==> config.mk <==
export PLATFORM = sky130hd
export DESIGN_NAME = pc_predict_unit_flat
export DESIGN_NICKNAME = d
export VERILOG_FILES = /design/src/rtl/pc_predict_unit_pkg.sv /design/src/rtl/pc_predict_unit_if.sv /design/src/rtl/pc_predict_unit_btb.sv /design/src/rtl/pc_predict_unit.sv /design/src/flat_wrapper.sv
export SDC_FILE = /design/constraint.sdc
export NUM_CORES = 1
export LEC_CHECK = 0
export ABC_CLOCK_PERIOD_IN_PS = 8700
export BUFFER_PORTS_ARGS = -buffer_cell sky130_fd_sc_hd__buf_2
export CORE_ASPECT_RATIO = 1.75
export CORE_MARGIN = 2
export CORE_UTILIZATION = 40
export CTS_BUF_LIST = sky130_fd_sc_hd__clkbuf_8
export DETAILED_ROUTE_END_ITERATION = 6
export MAX_ROUTING_LAYER = met4
export SKIP_CTS_REPAIR_TIMING = 1
export SLEW_MARGIN = 20
export SYNTH_ARGS = -nofsm -noshare
export SYNTH_HDL_FRONTEND = slang
export SYNTH_SLANG_ARGS = --single-unit
==> constraint.sdc <==
create_clock -name clk -period 8.7 [get_ports clk]
set_input_delay 0.87 -clock clk [delete_from_list [all_inputs] [get_ports clk]]
set_output_delay 0.87 -clock clk [all_outputs]
set_load 0.03 [all_outputs]
==> src/rtl/pc_predict_unit_pkg.sv <==
// Shared types and helpers for the fetch-PC predictor: counter encodings and BTB geometry.
// No logic of its own; index/tag widths derive from XLEN and BTB depth.
package pc_pkg;

  typedef enum logic [1:0] {
    SNT = 2'd0,
    WNT = 2'd1,
    WT  = 2'd2,
    ST  = 2'd3
  } ctr_t;

  localparam int DEF_XLEN        = 32;
  localparam int DEF_BTB_ENTRIES = 16;

  function automatic int idx_w(input int entries);
    return $clog2(entries);
  endfunction

  // Word-aligned fetch: the two low PC bits take part in neither index nor tag.
  function automatic int tag_w(input int xlen, input int entries);
    return xlen - 2 - $clog2(entries);
  endfunction

  localparam int DEF_IDX_W = idx_w(DEF_BTB_ENTRIES);
  localparam int DEF_TAG_W = tag_w(DEF_XLEN, DEF_BTB_ENTRIES);

  function automatic ctr_t ctr_next(input ctr_t c, input logic taken);
    ctr_t r;
    if (taken) r = (c == ST)  ? ST  : ctr_t'(c + 2'd1);
    else       r = (c == SNT) ? SNT : ctr_t'(c - 2'd1);
    return r;
  endfunction

endpackage

==> src/rtl/pc_predict_unit_if.sv <==
// Fetch/execute bundle of the PC predictor; slave is the predictor, master is its environment.
// Pure wiring: no latency, no backpressure beyond the stall level.
interface pc_predict_unit_if #(
  parameter int XLEN = 32
) ();

  logic            stall;
  logic [XLEN-1:0] pc;
  logic [XLEN-1:0] pred_next;
  logic            pred_taken;
  logic            flush;

  logic            ex_valid;
  logic            ex_branch;
  logic            ex_jump;
  logic            ex_jalr;
  logic            ex_cond;
  logic [XLEN-1:0] ex_pc;
  logic [XLEN-1:0] ex_rs1_data;
  logic [XLEN-1:0] ex_imm;
  logic [XLEN-1:0] ex_pred_next;

  modport slave (
    input  stall,
    input  ex_valid, ex_branch, ex_jump, ex_jalr, ex_cond,
    input  ex_pc, ex_rs1_data, ex_imm, ex_pred_next,
    output pc, pred_next, pred_taken, flush
  );

  modport master (
    output stall,
    output ex_valid, ex_branch, ex_jump, ex_jalr, ex_cond,
    output ex_pc, ex_rs1_data, ex_imm, ex_pred_next,
    input  pc, pred_next, pred_taken, flush
  );

endinterface

==> src/rtl/pc_predict_unit_btb.sv <==
// Direct-mapped BTB: two async read ports (fetch lookup, execute update) and one sync write port.
// Latency: reads 0 cycles, writes visible the cycle after; reset clears valids and blocks writes.
module btb_array
  import pc_pkg::*;
#(
  parameter int XLEN    = DEF_XLEN,
  parameter int ENTRIES = DEF_BTB_ENTRIES,
  parameter int IDX_W   = idx_w(ENTRIES),
  parameter int TAG_W   = tag_w(XLEN, ENTRIES)
) (
  input  logic             clk,
  input  logic             rst_n,

  input  logic [IDX_W-1:0] rd_idx,
  input  logic [TAG_W-1:0] rd_tag,
  output logic             rd_hit,
  output ctr_t             rd_ctr,
  output logic [XLEN-1:0]  rd_target,

  input  logic [IDX_W-1:0] ex_idx,
  input  logic [TAG_W-1:0] ex_tag,
  output logic             ex_hit,
  output ctr_t             ex_ctr,
  output logic [XLEN-1:0]  ex_target,

  input  logic             wr_en,
  input  logic [IDX_W-1:0] wr_idx,
  input  logic [TAG_W-1:0] wr_tag,
  input  logic [XLEN-1:0]  wr_target,
  input  ctr_t             wr_ctr
);

  logic [ENTRIES-1:0] valid_q;
  logic [TAG_W-1:0]   tag_q [ENTRIES];
  logic [XLEN-1:0]    tgt_q [ENTRIES];
  ctr_t               ctr_q [ENTRIES];

  assign rd_hit    = valid_q[rd_idx] && (tag_q[rd_idx] == rd_tag);
  assign rd_ctr    = ctr_q[rd_idx];
  assign rd_target = tgt_q[rd_idx];

  assign ex_hit    = valid_q[ex_idx] && (tag_q[ex_idx] == ex_tag);
  assign ex_ctr    = ctr_q[ex_idx];
  assign ex_target = tgt_q[ex_idx];

  // Only valid bits are reset; payload of an invalid entry is never consumed.
  always_ff @(posedge clk) begin
    if (!rst_n) begin
      valid_q <= '0;
    end else if (wr_en) begin
      valid_q[wr_idx] <= 1'b1;
      tag_q[wr_idx]   <= wr_tag;
      tgt_q[wr_idx]   <= wr_target;
      ctr_q[wr_idx]   <= wr_ctr;
    end
  end

endmodule

==> src/rtl/pc_predict_unit.sv <==
// Fetch-PC register with BTB next-PC prediction and execute-side mispredict redirect.
// Latency: prediction 0 cycles on pc, redirect lands next edge; stall holds pc unless flush.
module pc_predict_unit
  import pc_pkg::*;
#(
  parameter int              XLEN        = DEF_XLEN,
  parameter logic [XLEN-1:0] RESET_VEC   = '0,
  parameter int              BTB_ENTRIES = DEF_BTB_ENTRIES
) (
  input  logic           clk,
  input  logic           rst_n,
  pc_predict_unit_if.slave bus
);

  localparam int              IDX_W = idx_w(BTB_ENTRIES);
  localparam int              TAG_W = tag_w(XLEN, BTB_ENTRIES);
  localparam logic [XLEN-1:0] FOUR  = XLEN'(4);

  logic [XLEN-1:0]  pc_q;

  logic             lk_hit;
  ctr_t             lk_ctr;
  logic [XLEN-1:0]  lk_target;
  logic             lk_taken;

  logic             ex_hit;
  ctr_t             ex_ctr;
  logic [XLEN-1:0]  ex_old_target;

  logic [XLEN-1:0]  jalr_sum;
  logic [XLEN-1:0]  ex_target;
  logic [XLEN-1:0]  ex_seq;
  logic [XLEN-1:0]  actual;
  logic             taken;
  logic             mispredict;

  logic             wr_en;
  logic [XLEN-1:0]  wr_target;
  ctr_t             wr_ctr;

  // Fetch-side prediction.
  assign lk_taken       = lk_hit && lk_ctr[1];
  assign bus.pc         = pc_q;
  assign bus.pred_taken = lk_taken;
  assign bus.pred_next  = lk_taken ? lk_target : pc_q + FOUR;

  // Execute-side resolution; JALR clears bit 0 of the register-relative target.
  assign jalr_sum   = bus.ex_rs1_data + bus.ex_imm;
  assign ex_target  = bus.ex_jalr ? {jalr_sum[XLEN-1:1], 1'b0} : bus.ex_pc + bus.ex_imm;
  assign ex_seq     = bus.ex_pc + FOUR;
  assign taken      = bus.ex_jump || (bus.ex_branch && bus.ex_cond);
  assign actual     = taken ? ex_target : ex_seq;
  assign mispredict = bus.ex_valid && (actual != bus.ex_pred_next);
  assign bus.flush  = mispredict;

  // Hits train the counter; misses allocate only when taken, evicting any alias.
  assign wr_en     = bus.ex_valid && (bus.ex_branch || bus.ex_jump) && (ex_hit || taken);
  assign wr_target = taken ? ex_target : ex_old_target;
  assign wr_ctr    = ex_hit ? ctr_next(ex_ctr, taken) : (bus.ex_jump ? ST : WT);

  btb_array #(
    .XLEN    (XLEN),
    .ENTRIES (BTB_ENTRIES),
    .IDX_W   (IDX_W),
    .TAG_W   (TAG_W)
  ) u_btb (
    .clk       (clk),
    .rst_n     (rst_n),
    .rd_idx    (pc_q[2 +: IDX_W]),
    .rd_tag    (pc_q[XLEN-1 -: TAG_W]),
    .rd_hit    (lk_hit),
    .rd_ctr    (lk_ctr),
    .rd_target (lk_target),
    .ex_idx    (bus.ex_pc[2 +: IDX_W]),
    .ex_tag    (bus.ex_pc[XLEN-1 -: TAG_W]),
    .ex_hit    (ex_hit),
    .ex_ctr    (ex_ctr),
    .ex_target (ex_old_target),
    .wr_en     (wr_en),
    .wr_idx    (bus.ex_pc[2 +: IDX_W]),
    .wr_tag    (bus.ex_pc[XLEN-1 -: TAG_W]),
    .wr_target (wr_target),
    .wr_ctr    (wr_ctr)
  );

  always_ff @(posedge clk) begin
    if (!rst_n)          pc_q <= RESET_VEC;
    else if (mispredict) pc_q <= actual;
    else if (!bus.stall) pc_q <= bus.pred_next;
  end

endmodule
==> src/flat_wrapper.sv <==
// flat-port wrapper written by rule: the top's interface ports become plain ports
module pc_predict_unit_flat import pc_pkg::*;
#(
  parameter int              XLEN        = DEF_XLEN,
  parameter logic [XLEN-1:0] RESET_VEC   = '0,
  parameter int              BTB_ENTRIES = DEF_BTB_ENTRIES
)
  (clk, rst_n, bus_stall, bus_ex_valid, bus_ex_branch, bus_ex_jump, bus_ex_jalr, bus_ex_cond, bus_ex_pc, bus_ex_rs1_data, bus_ex_imm, bus_ex_pred_next, bus_pc, bus_pred_next, bus_pred_taken, bus_flush);
  pc_predict_unit_if #(.XLEN(XLEN)) bus_i ();
  input  logic clk;
  input  logic rst_n;
  input wire logic [$bits(bus_i.stall)-1:0] bus_stall;
  input wire logic [$bits(bus_i.ex_valid)-1:0] bus_ex_valid;
  input wire logic [$bits(bus_i.ex_branch)-1:0] bus_ex_branch;
  input wire logic [$bits(bus_i.ex_jump)-1:0] bus_ex_jump;
  input wire logic [$bits(bus_i.ex_jalr)-1:0] bus_ex_jalr;
  input wire logic [$bits(bus_i.ex_cond)-1:0] bus_ex_cond;
  input wire logic [$bits(bus_i.ex_pc)-1:0] bus_ex_pc;
  input wire logic [$bits(bus_i.ex_rs1_data)-1:0] bus_ex_rs1_data;
  input wire logic [$bits(bus_i.ex_imm)-1:0] bus_ex_imm;
  input wire logic [$bits(bus_i.ex_pred_next)-1:0] bus_ex_pred_next;
  output wire logic [$bits(bus_i.pc)-1:0] bus_pc;
  output wire logic [$bits(bus_i.pred_next)-1:0] bus_pred_next;
  output wire logic [$bits(bus_i.pred_taken)-1:0] bus_pred_taken;
  output wire logic [$bits(bus_i.flush)-1:0] bus_flush;
  assign bus_i.stall = bus_stall;
  assign bus_i.ex_valid = bus_ex_valid;
  assign bus_i.ex_branch = bus_ex_branch;
  assign bus_i.ex_jump = bus_ex_jump;
  assign bus_i.ex_jalr = bus_ex_jalr;
  assign bus_i.ex_cond = bus_ex_cond;
  assign bus_i.ex_pc = bus_ex_pc;
  assign bus_i.ex_rs1_data = bus_ex_rs1_data;
  assign bus_i.ex_imm = bus_ex_imm;
  assign bus_i.ex_pred_next = bus_ex_pred_next;
  assign bus_pc = bus_i.pc;
  assign bus_pred_next = bus_i.pred_next;
  assign bus_pred_taken = bus_i.pred_taken;
  assign bus_flush = bus_i.flush;
  pc_predict_unit #(.XLEN(XLEN), .RESET_VEC(RESET_VEC), .BTB_ENTRIES(BTB_ENTRIES)) u_core (.clk(clk), .rst_n(rst_n), .bus(bus_i));
endmodule
==> impl_results.md <==
- DRC: 0
- GR Layer Usage met2: 0.4713
- Clock H-tree levels: 4
- Leakage power: 18.61 nW
- Max Fclk: ~140 MHz
- Die Wd: about 270 µm
- First-pass GRT wire length: ~250000 µm
- Die height: around 470 µm
- RSZ-0062 raised after global routing: no
- Total congestion overflow: 0
- Worst vdd ir: around 160 µV
- Post-synth top cells: 960 x edfxtp_1, 444 x mux4_2, 172 x nor2_1
- Fill cell total of the finished layout: between 10000 and 15000
- Setup-failing EPs final: 0
- Area share of the largest cell type after synthesis: 0.5688
- Wire per inst: 34.57 µm
- Synthesized cell area: 50680 µm²
- Worst setup EP type: output port
- Met1 Track Usage GR: 0.3303
- Final setup margin: 1.457 ns
- Share of cells above drive strength 1: 0.2874
- Cell variety after synth: between 80 and 90
- TritonCTS buffer count: 146
- Setup TNS: 0 ns
- Worst r2r path cells: 11
- Crit path max-delay cell type: dfxtp_4
- Most common cell in the netlist: edfxtp_1
- Minimum clock period: between 7 and 8 ns
- Clk root buf: clkbuf_8
- Critical Path Start Type: flip-flop
- Pre-CTS setup slack: about 1.9 ns
- Vias in the first global route: around 33000
- Largest stage delay, worst path: between 0.9 and 1 ns
- RR Endpoint: u_core.bus.pc[1]
- Post-synth EDFFs: 960
- Worst-path cell chain: buf_4 > mux4_2 > mux4_2 > xnor2_1 > or4b_1 > or4_2 > buf_4 > a21oi_1 > buf_2
- Worst Hold Class: primary input to flip-flop
- Largest fanout on the critical path: 61
- Ys flop type: edfxtp_1
- Reg-to-reg slack, setup: 3.15 ns
- Total Wirelength: roughly 180000 µm
- Largest cells by area after synthesis: edfxtp_1 57%, mux4_2 20%, dfxtp_1 2.1%
- Hold path cells: 1
- WP buf/inv: 3
- Top Ports: around 200
- Final net count: about 3600
- Pwr Density: 201.0 nW/µm²
- Skew final: just over 0.04 ns
- Worst EP arrival: between 6 and 7 ns
- Slew Limit Fails: 0
- Drt via density: 6.342
- Antenna violations before repair: 20
- Rows: about 170
- PortBufs: approximately 200
- Synthesized area per cell: ~16 µm²
- Syn_nets: approximately 3400
- Routed Antenna Nets: 0
- DR vias: roughly 33000
- Clock Path Buffers: 3
- Hold EP: u_core.u_btb.tag_q[7][10]
- Critical Path RT: between 7 and 8 ns
- Pin count of the biggest net entering global routing: 116
- Fin crit share: 0.8325
- Die area: roughly 130000 µm²
- HP Start: bus_ex_pc[16]
- Worst slew pin tran: roughly 1.3 ns
- Clock transition at path regs: ~0.070 ns
- First-pass DRT Iterations: 5
- Register area share after synthesis: 0.5893
- Met3 usage: 0.05081
- Gr busiest metal: met2
- Clk_lat worst skew: roughly 0.90 ns
- Delay-heaviest family, CP: buffers and inverters
- Syn-to-layout area delta: 12.23%
- # clock sinks: between 1000 and 1500
- Final GP Congestion: between 1 and 1.5
- Area leader, netlist: edfxtp_1
- Asr flop ratio synth: 0
- Iteration-0 DRC Markers: approximately 3400
- Detail Placement HPWL: roughly 130000 µm
- Syn. warnings: 0
- Endpoints failing hold: 0
- CTS tree: built
- Tot GR Track Use: 0.2867
- #FFs+latches synth: ~1000
- Slew HR: 0.1609
- Starting Density: 0.4033
- Mapped Cells: around 3200
- Max Cap Viol: 0
- Status: finished clean
- Crit Path Class: flip-flop to output port
- Core ar.: 125700 µm²
## metal layers
metal / up-vias / part of all wire
met5: - / 0
met4: 0 / 0.066
met3: 443 / 0.072
met2: 1702 / 0.50
met1: 17330 / 0.36
li1: 13670 / -
## placed cells by master (no fill, tap or decap), drive strengths merged, types with 37 or more instances in the layout
cell,instances
a21o,48
a21oi,134
buf,310
clkbuf,149
clkinv,52
dfxtp,52
edfxtp,960
ha,66
inv,110
mux2i,71
mux4,444
nand2,170
nand3,66
nand4,62
nor2,172
nor3,47
o21ai,82
xnor2,103
xor2,37
## area by class of cell
class	instances	area, µm²	share of cell area
multi-input combinational	1918	20040	0.3523
timing repair buffer	311	1896	0.03333
clock buffer	148	2037	0.03581
clock inverter	116	716.9	0.01260
tap	1653	2068	0.03636
antenna	15	37.54	0.0006599
sequential	1012	29880	0.5254
inverter	54	202.7	0.003563
## sequential cells by signal, summed over array words and instances, names as in the netlist, named ones only
signal	count
u_core.u_btb.ctr_q	32
u_core.bus.pc	32
u_core.u_btb.tgt_q	512
u_core.u_btb.tag_q	416
u_core.u_btb.valid_q	16
## power by group
part | internal (mW) | total [mW] | switching, mW | leakage (nW)
logic | 0.775 | 2.12 | 1.34 | 8.04
registers | 5.51 | 5.63 | 0.116 | 9.01
clock network | 1.77 | 3.69 | 1.92 | 1.56
## worst max path at each step
stage	start	slack, ns	to	cells after the start
after detailed placement	bus_ex_imm[7]	1.92	bus_flush	15
after CTS	flip-flop	1.40	bus_pred_next[26]	9
after global routing	flip-flop	1.28	bus_pred_next[26]	9
final	flip-flop	1.46	bus_pred_next[26]	9
after global placement	bus_ex_imm[7]	1.68	bus_flush	15
after floorplan	bus_ex_pc[2]	2.21	u_core.u_btb.ctr_q[15][0]	12
## metrics by stage
| stage | utilization | total power, mW | hold slack, ns | cell area, µm² | cells |
|---|---|---|---|---|---|
| finish | 0.4526 | 11.43 | 0.3309 | 56880 | 5227 |
| global route | 0.4525 | 11.77 | 0.2907 | 56880 | 5225 |
| CTS | 0.4522 | 11.49 | 0.2698 | 56840 | 5212 |
| detailed placement | 0.4303 | 7.835 | 0.4630 | 54080 | 4948 |
| global placement | 0.4303 | 7.826 | 0.4511 | 54080 | 4948 |
| floorplan | - | 6.955 | 0.4381 | 50680 | 3191 |
## kinds of logic after synthesis
family | Yosys count | share of synthesized area
AOI/OAI and AO/OA | 500 | 0.06651
xor gates and xnor gates | 142 | 0.02508
adders and majority gates | 68 | 0.01708
buffers and inverters | 261 | 0.02130
DFF | 1012 | 0.5893
muxes | 533 | 0.2154
and+or+nand+nor | 675 | 0.06530
No activity file was read; power rests on OpenSTA's default activity.
